**config.mk**
```make
export PLATFORM = sky130hd
export DESIGN_NAME = intra_nbr_avail
export DESIGN_NICKNAME = d
export VERILOG_FILES = /design/src/rtl/intra_nbr_avail.sv
export SDC_FILE = /design/constraint.sdc
export NUM_CORES = 1
export LEC_CHECK = 0
export BUFFER_PORTS_ARGS = -buffer_cell sky130_fd_sc_hd__buf_2
export CELL_PAD_IN_SITES_DETAIL_PLACEMENT = 1
export CELL_PAD_IN_SITES_GLOBAL_PLACEMENT = 2
export CORE_ASPECT_RATIO = 0.75
export CORE_UTILIZATION = 33
export DETAILED_ROUTE_END_ITERATION = 6
export HOLD_SLACK_MARGIN = 0.12
export PLACE_DENSITY = 0.75
export SYNTH_ARGS = -nofsm -noshare
export SYNTH_HDL_FRONTEND = slang
export SYNTH_SLANG_ARGS = --single-unit
```
**constraint.sdc**
```tcl
create_clock -name clk -period 2.5 [get_ports clk]
set_input_delay 0.625 -clock clk [delete_from_list [all_inputs] [get_ports clk]]
set_output_delay 0.625 -clock clk [all_outputs]
set_load 0.01 [all_outputs]
```
**src/rtl/intra_nbr_avail.sv**
```systemverilog
// Intra-prediction neighbour availability: two-stage pipeline producing the top-left flag and
// 4-sample unit counts for L/A/AR/BL. Optional macro INTRA_NBR_TILE_EN enables the tile-membership test.
module intra_nbr_avail #(
    parameter int unsigned PIC_W_BITS  = 13,
    parameter int unsigned PIC_H_BITS  = 12,
    parameter int unsigned CTU_BITS    = 9,
    parameter int unsigned TB_CNT_BITS = 16
) (
    input  logic                   clk,
    input  logic                   arst_n,
    input  logic                   in_valid,
    output logic                   in_ready,
    input  logic [PIC_W_BITS-1:0]  x_tb,
    input  logic [PIC_H_BITS-1:0]  y_tb,
    input  logic [2:0]             log2_tb,
    input  logic [2:0]             log2_ctb,
    input  logic [PIC_W_BITS-1:0]  pic_w,
    input  logic [PIC_H_BITS-1:0]  pic_h,
    input  logic [CTU_BITS-1:0]    slice_x,
    input  logic [CTU_BITS-1:0]    slice_y,
    input  logic [CTU_BITS-1:0]    tile_x0,
    input  logic [CTU_BITS-1:0]    tile_y0,
    input  logic [CTU_BITS-1:0]    tile_x1,
    input  logic [CTU_BITS-1:0]    tile_y1,
    output logic                   out_valid,
    input  logic                   out_ready,
    output logic                   avail_tl,
    output logic [3:0]             cnt_left,
    output logic [3:0]             cnt_above,
    output logic [3:0]             cnt_ar,
    output logic [3:0]             cnt_bl,
    output logic [TB_CNT_BITS-1:0] tb_count
);

    localparam int unsigned XW = PIC_W_BITS + 1;
    localparam int unsigned YW = PIC_H_BITS + 1;
    localparam int unsigned ZW = 8;
    // Point index: 0 current, 1 TL, 2 L, 3 A, 4 AR, 5 BL
    localparam int unsigned NP = 6;

    // N lies in a CTB at or after the slice start and is decoded before the current unit
    function automatic logic order_ok(input logic [CTU_BITS-1:0] nx, input logic [CTU_BITS-1:0] ny,
                                      input logic [CTU_BITS-1:0] cx, input logic [CTU_BITS-1:0] cy,
                                      input logic [CTU_BITS-1:0] sx, input logic [CTU_BITS-1:0] sy,
                                      input logic [ZW-1:0] nz, input logic [ZW-1:0] cz);
        logic after_slice;
        logic before_cur;
        after_slice = (ny > sy) || ((ny == sy) && (nx >= sx));
        before_cur  = (ny < cy) || ((ny == cy) && ((nx < cx) || ((nx == cx) && (nz < cz))));
        return after_slice && before_cur;
    endfunction

    logic s1_valid_q;
    logic out_valid_q;
    logic adv2;
    logic accept;

    assign adv2     = !out_valid_q || out_ready;
    assign in_ready = !s1_valid_q || adv2;
    assign accept   = in_valid && in_ready;

    // Stage 1 combinational: neighbour positions, CTB coordinates and z-scan indices
    logic [XW-1:0]                   xw, ntb_x, mask_x, ar_rem_d;
    logic [YW-1:0]                   yw, ntb_y, mask_y, bl_rem_d;
    logic [NP-1:0][XW-1:0]           xs;
    logic [NP-1:0][YW-1:0]           ys;
    logic [NP-1:0][CTU_BITS-1:0]     ctbx_d, ctby_d;
    logic [NP-1:0][ZW-1:0]           z_d;
    logic [NP-1:1]                   inpic_d;
    logic [3:0]                      ux, uy, nq_d;

    always_comb begin
        xw     = XW'(x_tb);
        yw     = YW'(y_tb);
        ntb_x  = XW'(1) << log2_tb;
        ntb_y  = YW'(1) << log2_tb;
        mask_x = (XW'(1) << log2_ctb) - XW'(1);
        mask_y = (YW'(1) << log2_ctb) - YW'(1);
        ux     = '0;
        uy     = '0;
        ctbx_d = '0;
        ctby_d = '0;
        z_d    = '0;
        inpic_d = '0;
        xs[0] = xw;            ys[0] = yw;
        xs[1] = xw - XW'(1);   ys[1] = yw - YW'(1);
        xs[2] = xw - XW'(1);   ys[2] = yw;
        xs[3] = xw;            ys[3] = yw - YW'(1);
        xs[4] = xw + ntb_x;    ys[4] = yw - YW'(1);
        xs[5] = xw - XW'(1);   ys[5] = yw + ntb_y;
        for (int i = 0; i < NP; i++) begin
            ctbx_d[i] = CTU_BITS'(xs[i] >> log2_ctb);
            ctby_d[i] = CTU_BITS'(ys[i] >> log2_ctb);
            ux = 4'((xs[i] & mask_x) >> 2);
            uy = 4'((ys[i] & mask_y) >> 2);
            z_d[i] = {uy[3], ux[3], uy[2], ux[2], uy[1], ux[1], uy[0], ux[0]};
        end
        // Negative coordinates wrap to huge unsigned values and fail the bound test
        for (int i = 1; i < NP; i++) begin
            inpic_d[i] = (xs[i] < XW'(pic_w)) && (ys[i] < YW'(pic_h));
        end
        nq_d     = 4'(ntb_x >> 2);
        ar_rem_d = (XW'(pic_w) - (xw + ntb_x)) >> 2;
        bl_rem_d = (YW'(pic_h) - (yw + ntb_y)) >> 2;
    end

    logic [NP-1:0][CTU_BITS-1:0] ctbx_q, ctby_q;
    logic [NP-1:0][ZW-1:0]       z_q;
    logic [NP-1:1]               inpic_q;
    logic [3:0]                  nq_q;
    logic [XW-1:0]               ar_rem_q;
    logic [YW-1:0]               bl_rem_q;
    logic [CTU_BITS-1:0]         slx_q, sly_q;

    always_ff @(posedge clk or negedge arst_n) begin
        if (!arst_n) begin
            s1_valid_q <= 1'b0;
            ctbx_q     <= '0;
            ctby_q     <= '0;
            z_q        <= '0;
            inpic_q    <= '0;
            nq_q       <= '0;
            ar_rem_q   <= '0;
            bl_rem_q   <= '0;
            slx_q      <= '0;
            sly_q      <= '0;
        end else if (in_ready) begin
            s1_valid_q <= in_valid;
            if (in_valid) begin
                ctbx_q   <= ctbx_d;
                ctby_q   <= ctby_d;
                z_q      <= z_d;
                inpic_q  <= inpic_d;
                nq_q     <= nq_d;
                ar_rem_q <= ar_rem_d;
                bl_rem_q <= bl_rem_d;
                slx_q    <= slice_x;
                sly_q    <= slice_y;
            end
        end
    end

    logic [NP-1:1] in_tile;

`ifdef INTRA_NBR_TILE_EN
    logic [CTU_BITS-1:0] tx0_q, ty0_q, tx1_q, ty1_q;

    always_ff @(posedge clk or negedge arst_n) begin
        if (!arst_n) begin
            tx0_q <= '0;
            ty0_q <= '0;
            tx1_q <= '0;
            ty1_q <= '0;
        end else if (accept) begin
            tx0_q <= tile_x0;
            ty0_q <= tile_y0;
            tx1_q <= tile_x1;
            ty1_q <= tile_y1;
        end
    end

    always_comb begin
        in_tile = '0;
        for (int i = 1; i < NP; i++) begin
            in_tile[i] = (ctbx_q[i] >= tx0_q) && (ctbx_q[i] <= tx1_q) &&
                         (ctby_q[i] >= ty0_q) && (ctby_q[i] <= ty1_q);
        end
    end
`else
    logic unused_tile;
    assign unused_tile = ^{tile_x0, tile_y0, tile_x1, tile_y1, accept};
    assign in_tile     = '1;
`endif

    // Stage 2 combinational: availability and clipped unit counts
    logic [NP-1:1] avail_ok;
    logic [3:0]    cnt_left_d, cnt_above_d, cnt_ar_d, cnt_bl_d;

    always_comb begin
        avail_ok = '0;
        for (int i = 1; i < NP; i++) begin
            avail_ok[i] = inpic_q[i] && in_tile[i] &&
                          order_ok(ctbx_q[i], ctby_q[i], ctbx_q[0], ctby_q[0],
                                   slx_q, sly_q, z_q[i], z_q[0]);
        end
        cnt_left_d  = avail_ok[2] ? nq_q : 4'd0;
        cnt_above_d = avail_ok[3] ? nq_q : 4'd0;
        cnt_ar_d    = 4'd0;
        cnt_bl_d    = 4'd0;
        if (avail_ok[4]) cnt_ar_d = (ar_rem_q >= XW'(nq_q)) ? nq_q : 4'(ar_rem_q);
        if (avail_ok[5]) cnt_bl_d = (bl_rem_q >= YW'(nq_q)) ? nq_q : 4'(bl_rem_q);
    end

    logic                   avail_tl_q;
    logic [3:0]             cnt_left_q, cnt_above_q, cnt_ar_q, cnt_bl_q;
    logic [TB_CNT_BITS-1:0] tb_count_q;

    always_ff @(posedge clk or negedge arst_n) begin
        if (!arst_n) begin
            out_valid_q <= 1'b0;
            avail_tl_q  <= 1'b0;
            cnt_left_q  <= '0;
            cnt_above_q <= '0;
            cnt_ar_q    <= '0;
            cnt_bl_q    <= '0;
        end else if (adv2) begin
            out_valid_q <= s1_valid_q;
            if (s1_valid_q) begin
                avail_tl_q  <= avail_ok[1];
                cnt_left_q  <= cnt_left_d;
                cnt_above_q <= cnt_above_d;
                cnt_ar_q    <= cnt_ar_d;
                cnt_bl_q    <= cnt_bl_d;
            end
        end
    end

    always_ff @(posedge clk or negedge arst_n) begin
        if (!arst_n) begin
            tb_count_q <= '0;
        end else if (accept) begin
            tb_count_q <= tb_count_q + TB_CNT_BITS'(1);
        end
    end

    assign out_valid = out_valid_q;
    assign avail_tl  = avail_tl_q;
    assign cnt_left  = cnt_left_q;
    assign cnt_above = cnt_above_q;
    assign cnt_ar    = cnt_ar_q;
    assign cnt_bl    = cnt_bl_q;
    assign tb_count  = tb_count_q;

endmodule

```
Yosys cells after proc, flatten, opt, wreduce, memory -nomap -nowiden
Cells that the tools add are included.

Add/subtract/negate cells: 9. Multiply operators: 0. Div/mod/pow operators: 0. Order comparisons: 25. Equality and inequality tests: 7. Shifts and indexed selects: 10. Mux-type cells: 6. Bitwise logic cells: 6. Reductions and logical operators: 50.

Operators by type and width (number): 9-bit == test (7); 9-bit less-than comparator (6); 8-bit less-than comparator (5); 13-bit by 3-bit right shift with 9-bit output (3); 6-bit bitwise AND (6); 1-bit logical AND (29); 14-bit by 13-bit less-than comparator with 1-bit output (2); 14-bit by 3-bit right shift with 9-bit output (2); 9-bit greater-or-equal comparator (3); 9-bit > comparator (3); 13-bit by 12-bit less-than comparator with 1-bit output (2); 4-bit two-way mux (6); 1-bit logical OR (17); 16-bit by 1-bit adder with 16-bit output, second input constant (1); 13-bit by 14-bit adder with 14-bit output (1); 1-bit by 3-bit << shifter with 14-bit output, first input constant (1); 13-bit by 1-bit subtractor with 14-bit output, second input constant (1); 13-bit by 14-bit subtractor with 14-bit output (1); 12-bit by 13-bit adder with 13-bit output (1); 13-bit less-than comparator (1); 1-bit by 3-bit << shifter with 13-bit output, first input constant (1); 12-bit by 1-bit subtractor with 13-bit output, second input constant (1); 12-bit by 13-bit subtractor with 13-bit output (1); 12-bit by 4-bit greater-or-equal comparator with 1-bit output (1); 7 further kinds (11).

Register bits after elaboration: 187. Latch bits: 0. Memory bits (writable): 0. Bits in read-only memories: 0. Input bits: 114. Memories kept: 0.

Longest topological paths before layout
Gate-level depths: netlist of run 1.

Word-level depth: 8. Depth in mapped cells: 20. Depth with buffers taken out: 19.

Worst setup path before layout of run 1
No wires, ideal clock.

Path type: in2reg. Start point: input log2_tb[0]. End point: register ar_rem_q[11]. Library setup time: 0.124 ns. Arrival: 5.129 ns. Slack: -2.753 ns. Stages on the path: 19. Buffers on the path: 1. Path through: buf_4 > nor3b_1 > ha_1 > and3_1 > o21ai_0 > nand3b_1 > a21oi_1 > xnor2_1 > inv_1 > ha_1 > and4_1 > a211o_1 > o31a_1 > maj3_2 > maj3_2 > maj3_2 > maj3_2 > a21o_1 > a211o_1.

Word-level cells in the longest chain between the ends: 3.

RTL lines: from (decl) (line 15) `input logic [2:0] log2_tb,`; 1-bit by 3-bit << shifter with 14-bit output (line 75) `ntb_x = XW'(1) << log2_tb;`; named net ntb_x[2] (line 63) `logic [XW-1:0] xw, ntb_x, mask_x, ar_rem_d;`; 13-bit by 14-bit adder with 14-bit output (line 103) `ar_rem_d = (XW'(pic_w) - (xw + ntb_x)) >> 2;`; 13-bit by 14-bit subtractor with 14-bit output (line 103); to (signal assigned) (line 135) `ar_rem_q <= ar_rem_d;`; to (decl) (line 111) `logic [XW-1:0] ar_rem_q;`.

The timed path passes the listed nets, and every way through them passes these cells. A chain may end at the register's enable or synchronous reset.

Worst setup path in the final report of run 1
Start point: input log2_tb[1]. End point: register ar_rem_q[11].

Word-level cells in the longest chain between the ends: 3.

RTL lines (line): 1-bit by 3-bit << shifter with 14-bit output (75); 13-bit by 14-bit adder with 14-bit output (103); 13-bit by 14-bit subtractor with 14-bit output (103).

No other way between the ends.

==> flow_metrics.tcl, run 1 <==
set metrics [dict create \
    status "complete, but fails checks" \
    violations "setup timing" \
    firstDrtPassIters 5 \
    clockBufferDepth 2 \
    fin_ws_ns -1.97 \
    syn_avg_cell_area_sq_um 8.62 \
    chipHeight_microns 180 \
    hp-class "primary input to async pin" \
    cp_slowest_cell "or3_4" \
    cp.arrival_ns 4.82 \
    skew_ns 0.0161 \
    ys_seq_area_frac 0.291 \
    cts-buffers-inserted 17 \
    post-synth-top-area-fraction 0.291 \
    slowest_delay_ns 0.35 \
    min_period_ns 4.47 \
    finalNetCount 2410 \
    first_iter_violations 810 \
    cts_tree "yes" \
    worstPathRequired_ns 2.85 \
    pre_cts_slack_ns -2.75 \
    first_global_vias 15000 \
    gp_congestion 0.854 \
    p_leak_nw 10.1 \
    ant_nets 0 \
    syn-num-nets 1936 \
    synth-edff-count 0 \
    drc 0 \
    grtUsageTotal 0.261 \
    path_cells "buf_12 > nor3b_4 > xnor2_2 > ha_2 > or3_4 > o22ai_4 > o21bai_1 > a21oi_1 > xnor2_1 > inv_1 > ha_4 > o21ai_1 > nand2b_1 > o31a_1 > maj3_2 > maj3_2 > maj3_2 > maj3_2 > a21o_1 > a211o_1" \
    wire_per_inst_microns 21.2 \
    viasPerCell 5.29 \
    maxCapViolCount 0 \
    fin_setup_tns_ns -37.15 \
    relSlewSlack 0.553 \
    synthFlopType "dfrtp_1" \
    htreeDepth 4 \
    period_share 1.79 \
    yosys-top-cells-area "dfrtp_1 (29%), ha_1 (18%), o21ai_0 (5.7%)" \
    die_area_sq_um 43300 \
    grt_pass1_wl_mm 86.6 \
    root_buffer "clkbuf_16" \
    ys_ff_latch 163 \
    clkSinkCount 163 \
    rows 64 \
    grt_max_degree 57 \
    async_flop_share 1.00 \
    maxSlewViolCount 0 \
    vias 14100 \
    core-area_sq_um 41300 \
    grt_setup_unrepaired "true" \
    area_delta_synth_final_pct 49.1 \
    wl_mm 56.7 \
    synth_cell_type_count 71 \
    cp-end-kind "register" \
    path_buf_inv 2 \
    gr-total-overflow 0 \
    path_delay_family "adder cells" \
    fmax_ghz 0.224 \
    startpoint_type "primary input" \
    yosysMostFrequentCell "ha_1" \
    cp_common_cell "maj3_2" \
    drive_gt1_frac 0.409 \
    ir_drop_mv 0.562 \
    critical_path_class "primary input to register" \
    path_max_fanout 6 \
    netlist_top_cells_count "ha_1 (197), nand2_1 (185), dfrtp_1 (163)" \
    netlist_area_sq_um 14000 \
    die_w_microns 240 \
    hpwlAfterDp_mm 44.0 \
    synth_cells 1625 \
    worstMarginPinSlew_ns 0.668 \
    yosysTopAreaCell "dfrtp_1" \
    start_util 0.339 \
    yosys_warnings 0 \
    grt_antenna_before_repair 1 \
    p_per_area_nw_per_um2 570 \
    clk_latency_ns 0.47 \
    setup_violations 72 \
    portBuffers 112 \
    io_pins 149 \
    clk_pin_slew_ns 0.08 \
    diodes 0 \
    hold_viol 0 \
]
-- worst register-to-register path, stage by stage, from the launching register on --
cell,delay (ns)
dfrtp_1,0.39
inv_2,0.10
ha_4,0.21
nand2b_1,0.14
a21o_1,0.17
a21o_1,0.18
a21o_1,0.19
a21oi_2,0.13
nor2b_1,0.05
o21ai_1,0.14
a211oi_2,0.09
buf_4,0.18
buf_6,0.13
and3_1,0.19
a22o_1,0.20
-- area by class of cell --
type                            count  area, sq um
Fill cell                        4734        20400
Tap cell                          561          702
Timing Repair Buffer              528         4040
Clock buffer                       20          447
Clock inverter                     12          123
Multi-Input combinational cell   1270        11100
Inverter                          119          447
Sequential cell                   163         4080
-- what timing repair did --
item                                    4_1_cts  5_1_grt
gates resized for setup                     211      176
pin swaps                                   104      102
endpoints found under the setup margin       78       79
setup buffers                                42       39
hold buffers                                  0        0
-- power breakdown --
part | switching (W) | leakage (nW) | internal, W | total (W)
Sequential | 0.000367 | 2.06 | 0.00306 | 0.00343
Clock | 0.00128 | 0.280 | 0.00142 | 0.00270
Combinational | 0.00298 | 7.73 | 0.00280 | 0.00578
-- stage by stage --
step	hold WS [ns]	instance area [sq um]	total power [W]	utilization	std cells
after floorplan	0.329	14300	0.00593	-	1625
after global placement	0.445	18100	0.00802	0.437	2584
after detailed placement	0.470	18100	0.00821	0.437	2584
after CTS	0.164	19800	0.0115	0.479	2646
after global routing	0.159	20900	0.0127	0.506	2673
final	0.133	20900	0.0119	0.506	2673
-- layout by cell type, fill, tap and decap left out, types with 50 or more instances in the layout --
cell type	Yosys	final
buf_6	2	50
nand2_1	185	180
inv_1	117	109
o21ai_0	159	84
buf_4	1	362
dfrtp_1	163	163
buf_2	2	103
nor2_1	81	67
ha_1	197	165
a21o_1	56	55
-- final timing paths --
kind                                               start                       end  cells past startpoint  slack (ns)
min in group clk                              slice_x[0]      slx_q[0]$_DFFE_PN0P_                      3        0.35
worst min-delay path                              arst_n   bl_rem_q[2]$_DFFE_PN0P_                      1        0.13
worst max register to register    ctby_q[36]$_DFFE_PN0P_  cnt_above[3]$_DFFE_PN0P_                     14       -0.11
worst min register to register  tb_count[15]$_DFFE_PN0P_  tb_count[15]$_DFFE_PN0P_                      1        0.47
worst max-delay path                          log2_tb[1]  ar_rem_q[11]$_DFFE_PN0P_                     20       -1.97
max in group asynchronous                         arst_n    ctby_q[19]$_DFFE_PN0P_                      2        1.62
-- sequential cells by signal, summed over array words and instances, names as in the netlist, 5 cells and up --
signal and flops:
tb_count 16, ctbx_q 27, ar_rem_q 12, z_q 24, sly_q 9, ctby_q 27
slx_q 9, inpic_q 5, bl_rem_q 11
-- cells by family (layout without fill, tap and decap cells) --
kind of cell	after synthesis	in the layout	share of synthesized area
and+or+nand+nor	450	450	0.152
AOI/OAI and AO/OA	449	449	0.203
adders and majority gates	205	205	0.182
buffers and inverters	192	679	0.0529
DFF	163	163	0.291
xor gates and xnor gates	84	84	0.0525
muxes	82	82	0.0662
-- layer usage --
metal	global-route usage	vias to the layer above	wire length [microns]
met5	0	-	0
met4	0.0591	0	994
met3	0.0354	47	2110
met2	0.433	250	27200
met1	0.359	7093	26400
li1	-	6758	-
Power figures use the tool's default switching activity.
==> run 2: changes to the inputs <==
--- a/config.mk
+++ b/config.mk
@@ -13,6 +13,7 @@
 export DETAILED_ROUTE_END_ITERATION = 6
 export HOLD_SLACK_MARGIN = 0.12
 export PLACE_DENSITY = 0.75
+export SKIP_CTS_REPAIR_TIMING = 1
 export SYNTH_ARGS = -nofsm -noshare
 export SYNTH_HDL_FRONTEND = slang
 export SYNTH_SLANG_ARGS = --single-unit
==> run 2 against run 1 <==
- count of clock-buffer cells in the layout unchanged
- first-iteration DRC count is 11% lower
- total power is 1.3% lower
- clock skew increased by 0.0014 ns
- non-clock buffer count decreased by 15
- via count is 1.2% lower
- flip-flop and latch count did not move
- largest power group unchanged
- core utilization decreased by 1.1 points
- the flow still finishes with violations (setup timing)
- maximum frequency shrank 3.0%
- register-to-register slack got worse by 0.08 ns
==> flow_metrics.tcl, run 2 (synthesis gave the netlist of run 1 again) <==
set metrics [dict create \
    chipHeight_microns 180 \
    cp-end-kind "register" \
    dp_cells 2584 \
    gp_congestion 0.854 \
    cp.arrival_ns 4.96 \
    io_pins 149 \
    path_max_fanout 7 \
    path_cells "buf_12 > nor3b_4 > ha_4 > and3_4 > o21ai_4 > nand3b_1 > a21oi_2 > xnor2_2 > inv_2 > ha_4 > and4_4 > a211o_1 > o31a_1 > maj3_2 > maj3_2 > maj3_2 > maj3_2 > a21o_1 > a211o_1" \
    p_sw_frac 0.389 \
    cts_tree "yes" \
    fmax_ghz 0.217 \
    firstDrtPassIters 5 \
    pwr-share-clk 0.230 \
    final_cells 2658 \
    core-area_sq_um 41300 \
    fin_setup_tns_ns -39.88 \
    startpoint_type "primary input" \
    final_core_util 0.495 \
    switchingPower_w 0.00457 \
    path_delay_family "adder cells" \
    cp_slowest_cell "maj3_2" \
    maxSlewViolCount 0 \
    hold_viol 0 \
    maxCapViolCount 0 \
    grt_antenna_before_repair 1 \
    drc 0 \
    area_delta_synth_final_pct 45.8 \
    violations "setup timing" \
    wl_met1_mm 26.2 \
    die_area_sq_um 43300 \
    grt_pass1_wl_mm 84.0 \
    seq_power_share 0.293 \
    die_w_microns 240 \
    rr_worst_depth 12 \
    cts-buffers-inserted 17 \
    path_buf_inv 2 \
    clkSinkCount 163 \
    gr-total-overflow 0 \
    fin_ws_ns -2.11 \
    grtUsageTotal 0.253 \
    hp-class "primary input to async pin" \
    layout_common_cells "buf_4 (370), nand2_1 (179), ha_1 (169)" \
    highest_layer "met4" \
    reg_top3 "ctbx_q (27), ctby_q (27), z_q (24)" \
    grt_setup_unrepaired "true" \
    rr_endpoint "cnt_ar[3]$_DFFE_PN0P_" \
    relSlewSlack 0.564 \
    clk_pin_slew_ns 0.07 \
    cp_common_cell "maj3_2" \
    status "complete, but fails checks" \
    slowest_delay_ns 0.36 \
    reg2reg_from "ctby_q[37]$_DFFE_PN0P_" \
    comb_power_share 0.478 \
    hpwlAfterDp_mm 44.0 \
    vias 14000 \
    min_period_ns 4.61 \
    start_util 0.339 \
    p_total_w 0.0117 \
    skew_ns 0.0175 \
    worstPathRequired_ns 2.84 \
    met3_wirelength_mm 2.22 \
    wl_met2_mm 26.2 \
    period_share 1.85 \
    cp.depth 19 \
    ff2ff_setup_slack_ns -0.19 \
    finalNetCount 2395 \
    clockBufferDepth 2 \
    hold_slack_ns 0.135 \
    wire_per_inst_microns 20.8 \
    viasPerCell 5.26 \
    final_common_cell "buf_4" \
    clk_latency_ns 0.47 \
    root_buffer "clkbuf_16" \
    p_int_w 0.00718 \
    fillerInstances 4769 \
    critical_path_class "primary input to register" \
    setup_violations 75 \
    portBuffers 112 \
    p_per_area_nw_per_um2 575 \
    first_iter_violations 720 \
    worstMarginPinSlew_ns 0.653 \
    grt_max_degree 57 \
    drive_gt1_frac 0.391 \
    ir_drop_mv 0.553 \
    htreeDepth 4 \
    wl_mm 55.4 \
    rows 64 \
    p_leak_nw 9.89 \
    diodes 0 \
    first_global_vias 14600 \
    ant_nets 0 \
]
==> run 2: worst max path at each step <==
stage / startpoint / end / slack, ns
after CTS: log2_tb[1] / ar_rem_q[11]$_DFFE_PN0P_ / -2.26
after floorplan: log2_tb[2] / ar_rem_q[11]$_DFFE_PN0P_ / -2.48
final: log2_tb[0] / ar_rem_q[11]$_DFFE_PN0P_ / -2.11
after global placement: log2_tb[1] / ar_rem_q[11]$_DFFE_PN0P_ / -2.57
after global routing: log2_tb[1] / ar_rem_q[11]$_DFFE_PN0P_ / -2.29
after detailed placement: log2_tb[1] / ar_rem_q[11]$_DFFE_PN0P_ / -2.75
==> run 2: metal layers <==
layer | vias up | GRT usage
met5 | - | 0
met4 | 0 | 0.0479
met1 | 6974 | 0.353
met2 | 236 | 0.413
met3 | 41 | 0.0391
li1 | 6725 | -
==> run 2: cell type report <==
type | count | area (sq um) | area share
multi-input combinational | 1270 | 10800 | 0.529
sequential | 163 | 4080 | 0.200
timing repair buffer | 513 | 3820 | 0.187
tap | 561 | 702 | 0.0344
inverter | 119 | 450 | 0.0220
clock buffer | 20 | 447 | 0.0219
clock inverter | 12 | 123 | 0.00600
==> run 2: power groups by stage <==
| stage | sequential (W) | combinational, W | clock (W) |
|---|---|---|---|
| floorplan | 0.00337 | 0.00257 | 0 |
| global placement | 0.00345 | 0.00457 | 0 |
| detailed placement | 0.00347 | 0.00474 | 0 |
| CTS | 0.00342 | 0.00479 | 0.00278 |
| global route | 0.00349 | 0.00616 | 0.00285 |
| finish | 0.00344 | 0.00561 | 0.00270 |
==> run 2: metrics by stage <==
| step | worst slack [ns] | instance area, sq um |
|---|---|---|
| 4_1_cts | -2.26 | 18600 |
| 2_1_floorplan | -2.48 | 14300 |
| 5_1_grt | -2.29 | 20400 |
| 3_3_place_gp | -2.57 | 18100 |
| 6_report | -2.11 | 20400 |
| 3_5_place_dp | -2.75 | 18100 |
==> run 3: changes to the inputs <==
--- a/config.mk
+++ b/config.mk
@@ -5,11 +5,12 @@
 export SDC_FILE = /design/constraint.sdc
 export NUM_CORES = 1
 export LEC_CHECK = 0
+export ABC_AREA = 1
 export BUFFER_PORTS_ARGS = -buffer_cell sky130_fd_sc_hd__buf_2
 export CELL_PAD_IN_SITES_DETAIL_PLACEMENT = 1
 export CELL_PAD_IN_SITES_GLOBAL_PLACEMENT = 2
 export CORE_ASPECT_RATIO = 0.75
-export CORE_UTILIZATION = 33
+export CORE_UTILIZATION = 31
 export DETAILED_ROUTE_END_ITERATION = 6
 export HOLD_SLACK_MARGIN = 0.12
 export PLACE_DENSITY = 0.75
==> run 3 against run 2 <==
- the flow still finishes with violations (setup timing)
- clock skew fell by 0.0082 ns
- via count rose by 16%
- sequential power rose by 1%
- flip-flop and latch count did not move
- critical path type unchanged
==> flow_metrics.tcl, run 3 <==
set metrics [dict create \
    yosys_warnings 0 \
    first_global_vias 16600 \
    cp_common_cell "nand2_1" \
    final_common_cell "nand2_1" \
    startpoint_type "primary input" \
    hp-class "primary input to async pin" \
    die_area_sq_um 47400 \
    maxSlewViolCount 0 \
    grt_pass1_wl_mm 98.2 \
    worstPathRequired_ns 2.91 \
    maxCapViolCount 0 \
    start_util 0.314 \
    hpwlAfterDp_mm 53.3 \
    min_period_ns 2.98 \
    status "complete, but fails checks" \
    wire_per_inst_microns 21.8 \
    diodes 0 \
    ys_seq_area_frac 0.283 \
    clkSinkCount 163 \
    chipHeight_microns 189 \
    grtUsageTotal 0.274 \
    ys_ff_latch 163 \
    wl_mm 67.3 \
    yosysMostFrequentCell "nand2_1" \
    netlist_top_cells_count "nand2_1 (481), inv_1 (242), ha_1 (197)" \
    fin_ws_ns -0.478 \
    ant_nets 0 \
    skew_ns 0.00928 \
    syn_avg_cell_area_sq_um 7.25 \
    io_pins 149 \
    root_buffer "clkbuf_16" \
    cp.arrival_ns 3.39 \
    pre_cts_slack_ns -1.29 \
    vias 16300 \
    hold_slack_ns 0.122 \
    period_share 1.19 \
    rr_endpoint "cnt_ar[1]$_DFFE_PN0P_" \
    clk_latency_ns 0.47 \
    synth_cells 1990 \
    critical_path_class "primary input to register" \
    hold_viol 0 \
    layout_common_cells "nand2_1 (418), buf_4 (357), inv_1 (205)" \
    clockBufferDepth 2 \
    gr-total-overflow 0 \
    gp_congestion 0.931 \
    grt_antenna_before_repair 1 \
    grt_setup_unrepaired "true" \
    cts-buffers-inserted 17 \
    p_per_area_nw_per_um2 558 \
    portBuffers 112 \
    worstMarginPinSlew_ns 0.673 \
    firstDrtPassIters 5 \
    violations "setup timing" \
    syn-num-nets 2301 \
    async_flop_share 1.00 \
    crit_end "ar_rem_q[11]$_DFFE_PN0P_" \
    cts_tree "yes" \
    cp-end-kind "register" \
    area_delta_synth_final_pct 48.8 \
    p_leak_nw 10.6 \
    yosys-top-cells-area "dfrtp_1 (28%), ha_1 (17%), nand2_1 (13%)" \
    viasPerCell 5.28 \
    startpoint "log2_tb[1]" \
    cp_slowest_cell "nor3_4" \
    slowest_delay_ns 0.25 \
    clk_pin_slew_ns 0.08 \
    relSlewSlack 0.550 \
    grt_max_degree 53 \
    synthFlopType "dfrtp_1" \
    rr_worst_depth 12 \
    ir_drop_mv 0.503 \
    core-area_sq_um 45900 \
    post-synth-top-area-fraction 0.283 \
    rows 68 \
    first_iter_violations 944 \
    drc 0 \
    htreeDepth 4 \
    path_max_fanout 5 \
    drive_gt1_frac 0.366 \
    synth_cell_type_count 54 \
    reg2reg_from "ctbx_q[38]$_DFFE_PN0P_" \
    setup_violations 33 \
    fmax_ghz 0.336 \
    reg_top3 "ctbx_q (27), ctby_q (27), z_q (24)" \
    die_w_microns 251 \
    finalNetCount 2781 \
    yosysTopAreaCell "dfrtp_1" \
    synth-edff-count 0 \
    fillerInstances 5533 \
    netlist_area_sq_um 14400 \
    ff2ff_setup_slack_ns 0.13 \
]
## run 3: cell count changes in the layout (fill, tap and decap cells not counted), moves of 22 or more
cell	delta
nand2_1	+239
a21oi_1	+22
mux2i_1	-33
nand3_2	+34
nand2_4	+27
a21o_1	-52
inv_2	+25
nand3_1	+63
o21ai_0	+51
inv_1	+100
nand2_2	+53
xnor2_1	-28
## run 3: power by group
group          switching (W)  internal, W  total (W)
Combinational        0.00323      0.00239    0.00562
Sequential          0.000411      0.00308    0.00349
Clock                0.00136      0.00150    0.00286
Total                0.00500      0.00697     0.0120
## run 3: worst min-delay path by stage
stage | startpoint | end | slack [ns]
global route | arst_n | slx_q[2]$_DFFE_PN0P_ | 0.14
floorplan | arst_n | ar_rem_q[0]$_DFFE_PN0P_ | 0.33
finish | arst_n | slx_q[4]$_DFFE_PN0P_ | 0.12
CTS | arst_n | slx_q[2]$_DFFE_PN0P_ | 0.13
detailed placement | cnt_left[2]$_DFFE_PN0P_ | cnt_left[2]$_DFFE_PN0P_ | 0.47
global placement | tb_count[15]$_DFFE_PN0P_ | tb_count[15]$_DFFE_PN0P_ | 0.45
## run 3: through the flow
| stage | std cells | instance area (sq um) | utilization | power (W) | TNS, ns |
|---|---|---|---|---|---|
| floorplan | 1990 | 14600 | - | 0.00604 | -6.98 |
| global placement | 3006 | 18600 | 0.405 | 0.00812 | -42.48 |
| detailed placement | 3006 | 18600 | 0.405 | 0.00837 | -47.53 |
| CTS | 3038 | 19200 | 0.417 | 0.0113 | -19.32 |
| global route | 3078 | 21500 | 0.467 | 0.0128 | -12.02 |
| finish | 3078 | 21500 | 0.467 | 0.0120 | -7.65 |
## run 3: layer usage
| metal | routed length, microns | vias to the layer above | global-route usage |
|---|---|---|---|
| li1 | - | 7707 | - |
| met1 | 31600 | 8145 | 0.382 |
| met2 | 30800 | 323 | 0.434 |
| met3 | 3190 | 81 | 0.0504 |
| met4 | 1660 | 0 | 0.0666 |
| met5 | 0 | - | 0 |
## run 3: critical path: cells and delay by family
kind | cells | cell delay [ns]
AOI/OAI and AO/OA | 2 | 0.20
buffers and inverters | 6 | 0.52
adders and majority gates | 2 | 0.44
and+or+nand+nor | 14 | 1.39
xor gates and xnor gates | 1 | 0.18
## run 3: cells by family after synthesis
kind of cell / Yosys count / share of synthesized area
compound gates: 421 / 0.169
buf+inv: 312 / 0.0816
flops: 163 / 0.283
xor+xnor: 46 / 0.0285
mux: 6 / 0.00417
simple gates: 845 / 0.263
fa+ha+maj: 197 / 0.171
## run 3: area by class of cell
type	instances	area, sq um	area share
inverter	255	1020	0.0476
clock inverter	15	166	0.00776
sequential	163	4080	0.190
tap	595	744	0.0347
multi-input combinational	1515	11000	0.514
clock buffer	17	425	0.0198
timing repair buffer	518	3990	0.186
